File: config.mk
export PLATFORM = sky130hd
export DESIGN_NAME = rvm_ctrl_seq
export DESIGN_NICKNAME = d
export VERILOG_FILES = /design/src/rtl/rvm_ctrl_seq.sv
export SDC_FILE = /design/constraint.sdc
export NUM_CORES = 1
export LEC_CHECK = 0
export ABC_AREA = 0
export CAP_MARGIN = 15
export CELL_PAD_IN_SITES_DETAIL_PLACEMENT = 0
export CELL_PAD_IN_SITES_GLOBAL_PLACEMENT = 1
export CORE_MARGIN = 5
export CORE_UTILIZATION = 34
export DETAILED_ROUTE_END_ITERATION = 6
export GPL_TIMING_DRIVEN = 0
export PLACE_DENSITY = 0.74
export SLEW_MARGIN = 20
export SYNTH_ARGS = -nofsm -noshare
export SYNTH_HDL_FRONTEND = slang
export SYNTH_SLANG_ARGS = --single-unit
File: constraint.sdc
create_clock -name clk -period 2 [get_ports clk]
set_input_delay 0.4 -clock clk [delete_from_list [all_inputs] [get_ports clk]]
set_output_delay 0.4 -clock clk [all_outputs]
set_load 0.005 [all_outputs]
File: src/rtl/rvm_ctrl_seq.sv
// rtl/rvm_ctrl_seq.sv - multi-cycle RISC-V control sequencer with bus handshakes, watchdog traps and debug halt
// Strobes decode from the current state; only ir_we also qualifies on the fetch response.
module rvm_ctrl_seq #(
    parameter int TIMEOUT = 16,
    parameter int TMO_W   = 8,
    parameter int CNT_W   = 64
) (
    input  logic             clk,
    input  logic             reset,
    output logic             imem_req,
    input  logic             imem_ack,
    input  logic             imem_err,
    output logic             dmem_req,
    output logic             dmem_wen,
    input  logic             dmem_ack,
    input  logic             dmem_err,
    input  logic [2:0]       dec_class,
    input  logic             dec_wb,
    input  logic             dec_illegal,
    output logic             exec_start,
    input  logic             exec_done,
    output logic             ir_we,
    output logic             pc_we,
    output logic             rf_we,
    output logic             trap,
    output logic [3:0]       trap_cause,
    input  logic             halt_req,
    output logic             halted,
    output logic [CNT_W-1:0] instret,
    output logic [3:0]       state
);

    typedef enum logic [3:0] {
        S_RESET     = 4'd0,
        S_FETCH     = 4'd1,
        S_DECODE    = 4'd2,
        S_EXECUTE   = 4'd3,
        S_EXEC_WAIT = 4'd4,
        S_MEMORY    = 4'd5,
        S_WRITEBACK = 4'd6,
        S_TRAP      = 4'd7,
        S_HALT      = 4'd8
    } state_t;

    localparam logic [2:0] C_ALU    = 3'd0;
    localparam logic [2:0] C_BRANCH = 3'd1;
    localparam logic [2:0] C_LOAD   = 3'd2;
    localparam logic [2:0] C_STORE  = 3'd3;
    localparam logic [2:0] C_MULTI  = 3'd4;
    localparam logic [2:0] C_SYSTEM = 3'd5;

    localparam int               TMO_LIM_I = (TIMEOUT > 0) ? TIMEOUT - 1 : 0;
    localparam logic [TMO_W-1:0] TMO_LIM   = TMO_LIM_I[TMO_W-1:0];
    localparam bit               TMO_EN    = (TIMEOUT != 0);

    state_t             state_q, state_d;
    logic [CNT_W-1:0]   instret_q, instret_d;
    logic [3:0]         trap_cause_q, trap_cause_d;
    logic [TMO_W-1:0]   tmo_q, tmo_d;
    logic [2:0]         cls_q, cls_d;
    logic               wb_q, wb_d;
    logic               tmo_hit;

    // A wait state that has already stalled TIMEOUT-1 cycles traps now unless its response arrives.
    assign tmo_hit = TMO_EN && (tmo_q == TMO_LIM);

    always_comb begin
        state_d      = state_q;
        instret_d    = instret_q;
        trap_cause_d = trap_cause_q;
        cls_d        = cls_q;
        wb_d         = wb_q;
        case (state_q)
            S_RESET: state_d = S_FETCH;
            S_FETCH: begin
                if (imem_ack) begin
                    if (imem_err) begin
                        state_d      = S_TRAP;
                        trap_cause_d = 4'd1;
                    end else begin
                        state_d = S_DECODE;
                    end
                end else if (tmo_hit) begin
                    state_d      = S_TRAP;
                    trap_cause_d = 4'd2;
                end
            end
            S_DECODE: begin
                cls_d = dec_class;
                wb_d  = dec_wb;
                if (dec_illegal || (dec_class > C_SYSTEM)) begin
                    state_d      = S_TRAP;
                    trap_cause_d = 4'd3;
                end else begin
                    state_d = S_EXECUTE;
                end
            end
            S_EXECUTE: begin
                case (cls_q)
                    C_ALU, C_BRANCH: state_d = S_WRITEBACK;
                    C_LOAD, C_STORE: state_d = S_MEMORY;
                    C_MULTI:         state_d = S_EXEC_WAIT;
                    default: begin
                        state_d      = S_TRAP;
                        trap_cause_d = 4'd4;
                    end
                endcase
            end
            S_EXEC_WAIT: begin
                if (exec_done) begin
                    state_d = S_WRITEBACK;
                end else if (tmo_hit) begin
                    state_d      = S_TRAP;
                    trap_cause_d = 4'd5;
                end
            end
            S_MEMORY: begin
                if (dmem_ack) begin
                    if (dmem_err) begin
                        state_d      = S_TRAP;
                        trap_cause_d = (cls_q == C_STORE) ? 4'd7 : 4'd6;
                    end else begin
                        state_d = S_WRITEBACK;
                    end
                end else if (tmo_hit) begin
                    state_d      = S_TRAP;
                    trap_cause_d = 4'd8;
                end
            end
            S_WRITEBACK: begin
                instret_d = instret_q + CNT_W'(1);
                state_d   = halt_req ? S_HALT : S_FETCH;
            end
            S_TRAP: state_d = halt_req ? S_HALT : S_FETCH;
            S_HALT: begin
                if (!halt_req) state_d = S_FETCH;
            end
            default: state_d = S_RESET;
        endcase
        // Every state change restarts the watchdog, so each wait state starts counting from zero.
        tmo_d = (state_d == state_q) ? tmo_q + TMO_W'(1) : '0;
    end

    always_ff @(posedge clk) begin
        if (reset) begin
            state_q      <= S_RESET;
            instret_q    <= '0;
            trap_cause_q <= '0;
            tmo_q        <= '0;
            cls_q        <= '0;
            wb_q         <= 1'b0;
        end else begin
            state_q      <= state_d;
            instret_q    <= instret_d;
            trap_cause_q <= trap_cause_d;
            tmo_q        <= tmo_d;
            cls_q        <= cls_d;
            wb_q         <= wb_d;
        end
    end

    assign imem_req   = (state_q == S_FETCH);
    assign ir_we      = (state_q == S_FETCH) && imem_ack && !imem_err;
    assign dmem_req   = (state_q == S_MEMORY);
    assign dmem_wen   = (state_q == S_MEMORY) && (cls_q == C_STORE);
    assign exec_start = (state_q == S_EXECUTE) && (cls_q == C_MULTI);
    assign rf_we      = (state_q == S_WRITEBACK) && wb_q;
    assign pc_we      = (state_q == S_WRITEBACK) || (state_q == S_TRAP);
    assign trap       = (state_q == S_TRAP);
    assign halted     = (state_q == S_HALT);
    assign trap_cause = trap_cause_q;
    assign instret    = instret_q;
    assign state      = state_q;

endmodule

### Yosys cells after proc, flatten, opt, wreduce, memory -nomap -nowiden

Cells that the tools add are included.

| word-level totals | value |
|---|---|
| bits in registers | 84 |
| output and inout bits | 81 |
| word-level logic and storage cells | 72 |

| cells by class | value |
|---|---|
| add/sub/neg operators | 2 |
| order comparisons | 1 |
| eq/ne operators | 22 |
| mux-type cells | 23 |
| bitwise gates (word level) | 1 |
| reductions and logical operators | 17 |

Operators by type and width:

| operator | count |
|---|---|
| $add A64 B1 Y64 const B | 1 |
| $mux W4 | 16 |
| $pmux W4 S8 | 1 |
| $pmux W4 S5 | 1 |
| $eq A4 B3 Y1 const B | 4 |
| $reduce_and A9 Y1 | 1 |
| $add A8 B1 Y8 const B | 1 |
| $eq A4 B2 Y1 const B | 2 |
| $eq A8 B4 Y1 const B | 1 |
| $ne A2 B2 Y1 const B | 4 |
| $reduce_or A2 Y1 | 4 |
| $eq A3 B2 Y1 const B | 2 |
| $mux W3 | 2 |
| $ne A3 B1 Y1 const B | 2 |
| $ne A3 B2 Y1 const B | 2 |
| $pmux W2 S3 | 1 |
| $logic_and A1 B1 Y1 | 5 |
| $reduce_bool A5 Y1 | 1 |
| $reduce_or A5 Y1 | 1 |
| $eq A4 B1 Y1 const B | 1 |
| $eq A4 B4 Y1 | 1 |
| $eq A4 B4 Y1 const B | 1 |
| $logic_not A4 Y1 | 1 |
| $eq A3 B1 Y1 const B | 1 |
| 7 further kinds | 9 |

### Logic depth before layout (Yosys ltp)

Gate-level depths: netlist (run 1).

| depth | value |
|---|---|
| word-level depth | 7 |
| gate-level depth with buffers | 9 |
| depth with buffers taken out | 6 |

### Worst setup path after synthesis (run 1)

Ideal clock, no wire load.

| path | value |
|---|---|
| path kind | register -> register |
| start | reg state_q[0], in the netlist state[0] |
| end | reg instret_q[57], in the netlist instret[57] |
| arrival | 2.074 ns |
| required time | 1.865 ns |
| slack | -0.209 ns |
| cell stages (with the launch flop) | 9 |
| buffers on the path | 3 |
| clock period less this slack | 2.209 ns |
| cell sequence | dfxtp_1 -> buf_2 -> and4bb_1 -> buf_4 -> nand4_1 -> or4_1 -> buf_2 -> o311ai_0 -> o41ai_1 |

| on the way | value |
|---|---|
| cells in the longest elaborated chain, start to end | 1 |

RTL lines:

| what | RTL line | RTL |
|---|---|---|
| start: declaration | 56 | `state_t state_q, state_d;` |
| start signal: assignment | 153 | `state_q <= state_d;` |
| $eq A4 B3 Y1 | 73 | `case (state_q)` |
| end signal: assignment | 154 | `instret_q <= instret_d;` |
| end: declaration | 57 | `logic [CNT_W-1:0] instret_q, instret_d;` |

Every way passes these cells.
A chain may end at the register's enable or synchronous reset.

### Worst setup path after layout (run 1)

| path | value |
|---|---|
| start | reg state_q[0], in the netlist state[0] |
| end | reg instret_q[48], in the netlist instret[48] |

The elaborated chain is that of the path after synthesis.

==> results.cfg, run 1 <==
[cts]
cts_root_buffer = clkbuf_16
h-tree-depth = 3
tritoncts = yes
cts_buffers = 9
clockBufferDepth = 2
hold_buffers = 0
cts.clk_slew.worst_paths_ns = 0.06
clk_latency_ns = 0.34
clock-sinks = 84

[timing]
min_period_ns = 2.27
holdWs_ns = 0.467
setup_tns_ns = -5.75
drv_slew = 0
setup_ws_ns = -0.266
skew_ns = 0.00625
max_freq_mhz = 441
relSlewSlack_pct = 50.9
grt_setup_unrepaired = true
fin_crit_sh_pct = 113
worst_pin_slew_ns = 0.737
setup_violations = 39
finalHoldViolations = 0

[synth]
synthesis.nets = 558
synth_mux_area_share_pct = 1.39
synth_top_family_by_area = simple AND/OR/NAND/NOR gates
ys_warn_count = 0
avgSynthCellArea_um2 = 8.30
synth_top_flop_cell = dfxtp_1
synth_simple_gate_area_share_pct = 33.7
ys_seq_area_share_pct = 37.3
synth_cell_types = 60
syn_inst = 543
ys_seq_elements = 84
synthAdderAreaFrac_pct = 0.555
synth_xor_area_share_pct = 6.22
synth_edf_count = 0
syn_area_um2 = 4510
synth-compound-area-share_pct = 15.9
async_reset_ff_share_pct = 0

[final_layout]
layout.cells.non_filler = 891
syn2layout_area_growth_pct = 62.2
layout.nets = 725
drive_above_1_share_pct = 35.0
final_cell_mix = 85 x clkdlybuf4s50_1, 53 x buf_4, 46 x nor2_1
final_common_cell = clkdlybuf4s50_1
num_antenna_cells = 0

[detailed_routing]
drc = 0
dr_total_vias = 4977
wl_per_cell_um = 17.7
avgViaCountPerCell = 5.59
route.met2.wl_mm = 7.66
ant_nets = 0
first_pass_iters = 5
dr.max_layer_used = met4
drt_iter0_drc = 371
finalWirelength_mm = 15.8
wl_met3_um = 776
wl_met1_mm = 7.05

[global_route]
grt_max_degree = 14
gr-usage-all-layers_pct = 18.5
grt_pass1_wl_mm = 24.4
antenna_found_initial = 0
grt_pass1_vias = 4837
overflow = 0

[setup_path]
cp_common_cell = buf_8
critPathCaptureType = register
arrival_ns = 2.54
crit_path_max_fanout = 6
critPathMaxStageDelay_ns = 0.48
worstSetupStartpointType = register
rrSetupSlack_ns = -0.27
crit_type = reg2reg
path_cells = buf_6 > and4bb_1 > nand4_1 > or3_4 > buf_8 > buf_8 > or4_4 > a21oi_2
crit_required_ns = 2.27
critPathBufInv = 3
cp_top_family = simple AND/OR/NAND/NOR gates
r2r_start = state[0]
cp_slowest_cell = or4_4
r2r_end = instret[48]
reg2regPathDepth = 8

[hold_path]
hold_start = tmo_q[0]
whs_endpoint = tmo_q[0]
hp-class = reg2reg
min_path_cells = 1

[power_and_ir_drop]
clockPowerShare_pct = 35.5
total_power_w = 0.00441
p_int_w = 0.00315
vdd_drop_max_mv = 0.453
p_comb_share_pct = 24.1
p_leak_nw = 2.55
p_sw_share_pct = 28.6
p_per_area_nw_per_um2 = 604
pwr-share-seq_pct = 40.3
p_switching_w = 0.00126

[placement]
hpwlAfterDp_mm = 10.1
place_congestion = 0.895
placed_cells = 812
io_buffers = 93

[run_status]
violations = negative setup slack
outcome = complete, but fails checks

[floorplan]
io_pins = 94
fp.dieH_um = 125
core-area_um2 = 13100
initial_core_util_pct = 34.3
row_count = 42
die-area_um2 = 15700
dieWidth_um = 125

[flow_run]
maxCapViolCount = 0
==> worst register-to-register path: cells and delay by family, from the launching register on <==
kind | cells | cell delay (ns)
AOI/OAI and AO/OA | 1 | 0.13
buffers and inverters | 3 | 0.41
DFF | 1 | 0.33
and+or+nand+nor | 4 | 1.34
==> cell families (layout without fill, tap and decap cells) <==
family	after synthesis	in the layout
fa+ha+maj	2	2
mux	6	6
compound gates	112	112
buf+inv	41	212
xor+xnor	32	32
flops	84	84
simple gates	266	267
==> metal layers <==
layer / vias up / track usage [%]
li1: 2381 / -
met1: 2415 / 24.3
met3: 26 / 3.62
met2: 155 / 30.2
met5: - / 0
met4: 0 / 6.89
==> worst max-delay path by stage <==
stage,startpoint,to,slack [ns],depth (start not counted)
detailed placement,state[0],dmem_wen,-0.59,7
finish,state[0],instret[48],-0.27,8
CTS,state[0],instret[46],-0.23,8
floorplan,state[0],instret[48],-0.09,8
global placement,state[0],dmem_wen,-0.65,7
global route,state[0],instret[48],-0.31,9
==> Yosys cell counts, types with 5 or more instances <==
cell      instances  area [um^2]
inv_1            11         41.3
and3_1            8         50.1
nand2_1          35          131
and4_1           10         87.6
or2_2             5         31.3
a21oi_1          42          210
clkbuf_1         17         63.8
o41ai_1           5         43.8
dfxtp_1          84         1680
nor4_1            8         50.1
o31ai_1          21          158
xnor2_1          18          158
o311ai_0          5         43.8
nand4_1          29          181
or4_1            22          165
xor2_1           14          123
nor3_1           19         95.1
and2_1            7         43.8
nor2_1           46          173
nand3_1          30          150
nor2b_1           8         50.1
or3_1            15         93.8
o21ai_0          18         90.1
==> sequential cells by signal, summed over array words and instances, names as in the netlist <==
signal and cells:
cls_q 3, instret 64, state 4, tmo_q 8, trap_cause 4, wb_q 1
==> power groups by stage <==
stage | clock network, W | registers, W | logic [W]
after detailed placement | 0 | 0.00182 | 0.000728
after global routing | 0.00168 | 0.00179 | 0.00115
final | 0.00157 | 0.00178 | 0.00107
after global placement | 0 | 0.00182 | 0.000723
after CTS | 0.00160 | 0.00179 | 0.000981
after floorplan | 0 | 0.00181 | 0.000474
==> layout make-up <==
cell class / instances / area [um^2]
well taps: 176 / 220
repair buffers: 161 / 1510
fillers: 1202 / 5830
plain buffers: 24 / 267
flip-flops and latches: 84 / 1780
clock inverters: 2 / 10.0
inverters: 11 / 43.8
multi-input cells: 419 / 3210
clock buffers: 14 / 264
==> metrics by stage <==
stage	util [%]	worst slack, ns	cell area, um^2
4_1_cts	51.4	-0.228	6750
5_1_grt	55.6	-0.315	7310
3_5_place_dp	43.7	-0.593	5750
6_report	55.6	-0.266	7310
2_1_floorplan	-	-0.0938	4590
3_3_place_gp	43.7	-0.654	5750
==> repair_timing <==
| action | CTS | global route |
|---|---|---|
| resized for setup | 122 | 104 |
| pin swaps | 31 | 42 |
| gates cloned | 4 | 1 |
| endpoints found under the setup margin | 78 | 63 |
| buffers inserted | 41 | 30 |
Power figures use the tool's default switching activity.
==> run 2: changes to the inputs <==
--- a/config.mk
+++ b/config.mk
@@ -14,6 +14,7 @@
 export DETAILED_ROUTE_END_ITERATION = 6
 export GPL_TIMING_DRIVEN = 0
 export PLACE_DENSITY = 0.74
+export REMOVE_ABC_BUFFERS = 1
 export SLEW_MARGIN = 20
 export SYNTH_ARGS = -nofsm -noshare
 export SYNTH_HDL_FRONTEND = slang
==> results.cfg, run 2 (same netlist as run 1, synthesis figures left out) <==
[run_status]
outcome = complete, but fails checks
violations = negative setup slack

[final_layout]
final_common_cell = clkdlybuf4s50_1
seq_area_um2 = 1760
syn2layout_area_growth_pct = 52.7
multiInputGateArea_um2 = 3100
layout.nets = 707
num_antenna_cells = 0
drive_above_1_share_pct = 31.0
final_cell_mix = 82 x clkdlybuf4s50_1, 60 x buf_4, 46 x nor2_1
design_area_um2 = 6880
fill_cells = 1269
largest_reg_flops = 64

[setup_path]
r2r_end = instret[63]
reg2regPathDepth = 6
crit_type = reg2reg
r2r_start = state[3]
worstSetupStartpointType = register
arrival_ns = 2.46
critPathCaptureType = register
rrSetupSlack_ns = -0.22
crit_required_ns = 2.24
crit_path_max_fanout = 8

[floorplan]
die-area_um2 = 15700
fp.dieH_um = 125
initial_core_util_pct = 34.3
dieWidth_um = 125
io_pins = 94
core-area_um2 = 13100
row_count = 42

[global_route]
gr-usage-all-layers_pct = 18.5
overflow = 0
grt_pass1_vias = 4723
grt_max_degree = 41
grt_pass1_wl_mm = 24.1
antenna_found_initial = 0

[timing]
worst_pin_slew_ns = 0.487
setup_ws_ns = -0.216
setup_violations = 33
skew_ns = 0.00833
fin_crit_sh_pct = 111
finalHoldViolations = 0
relSlewSlack_pct = 67.5
drv_slew = 0
grt_setup_unrepaired = true
max_freq_mhz = 451
holdWs_ns = 0.472
min_period_ns = 2.22

[cts]
clock-sinks = 84
clockBufferDepth = 2
h-tree-depth = 3
cts_root_buffer = clkbuf_16
hold_buffers = 0
cts.clk_slew.worst_paths_ns = 0.06
tritoncts = yes
cts_buffers = 9
clk_latency_ns = 0.34

[detailed_routing]
ant_nets = 0
drt_iter0_drc = 285
avgViaCountPerCell = 5.67
finalWirelength_mm = 15.5
first_pass_iters = 5
drc = 0
wl_per_cell_um = 17.8
dr_total_vias = 4940

[power_and_ir_drop]
total_power_w = 0.00446
p_leak_nw = 2.33
p_per_area_nw_per_um2 = 649
vdd_drop_max_mv = 0.391

[flow_run]
maxCapViolCount = 0

[placement]
hpwlAfterDp_mm = 9.36
place_congestion = 0.832
io_buffers = 93
placed_area_um2 = 5490

[hold_path]
hp-class = reg2reg
hold_start = trap_cause[2]
min_path_cells = 2
whs_endpoint = trap_cause[2]
==> run 2: changes by cell type in the layout (fill, tap and decap cells not counted), moves of 7 or more <==
cell and delta:
buf_4 +7, buf_6 -8, buf_8 -8, dfxtp_4 -8
dfxtp_2 +8
==> run 2: cell type report <==
class | count | share of cell area (%)
clock buffer | 11 | 3.38
clock inverter | 4 | 0.746
inverter | 11 | 0.655
multi-input combinational | 424 | 45.1
sequential | 84 | 25.6
tap | 176 | 3.20
timing repair buffer | 162 | 21.4
==> run 2: stage by stage <==
stage / cells / setup TNS (ns) / worst slack [ns] / util [%]
6_report: 872 / -3.44 / -0.216 / 52.4
5_1_grt: 872 / -6.05 / -0.301 / 52.4
4_1_cts: 852 / -3.57 / -0.194 / 49.4
3_5_place_dp: 783 / -50.37 / -1.17 / 41.8
3_3_place_gp: 782 / -115.53 / -2.35 / 41.7
2_1_floorplan: 513 / -15.56 / -0.578 / -
==> run 2: power by group <==
group          switching (W)  internal (W)
sequential         0.0000690       0.00173
clock               0.000676      0.000962
combinational       0.000528      0.000501
==> run 2: timing repair <==
action	CTS	global route
gates cloned	5	1
hold endpoints to repair	0	0
resized for setup	120	64
endpoints found under the setup margin	86	47
setup buffers	49	19
pin swaps	56	31
==> run 2: worst max path at each step <==
stage | endpoint | start | slack, ns | cells past startpoint
2_1_floorplan | instret[50] | state[2] | -0.58 | 5
5_1_grt | instret[63] | state[3] | -0.30 | 6
4_1_cts | instret[53] | state[0] | -0.19 | 6
3_5_place_dp | instret[54] | state[2] | -1.17 | 5
3_3_place_gp | trap_cause[3] | reset | -2.35 | 4
6_report | instret[63] | state[3] | -0.22 | 6
==> run 2: worst max-delay path: stages (launching register included) <==
cell and delay (ns):
dfxtp_4 0.37, and4bb_4 0.37, buf_4 0.12, nand4_1 0.23, or4_4 0.59, buf_6 0.17, o41ai_2 0.27
==> run 2: layer usage <==
layer	GRT usage [%]	share of wire [%]	wire, um
met2	31.7	50	7790
met5	0	0	0
met1	22.9	43	6590
met3	4.26	5.4	832
met4	5.87	1.8	272
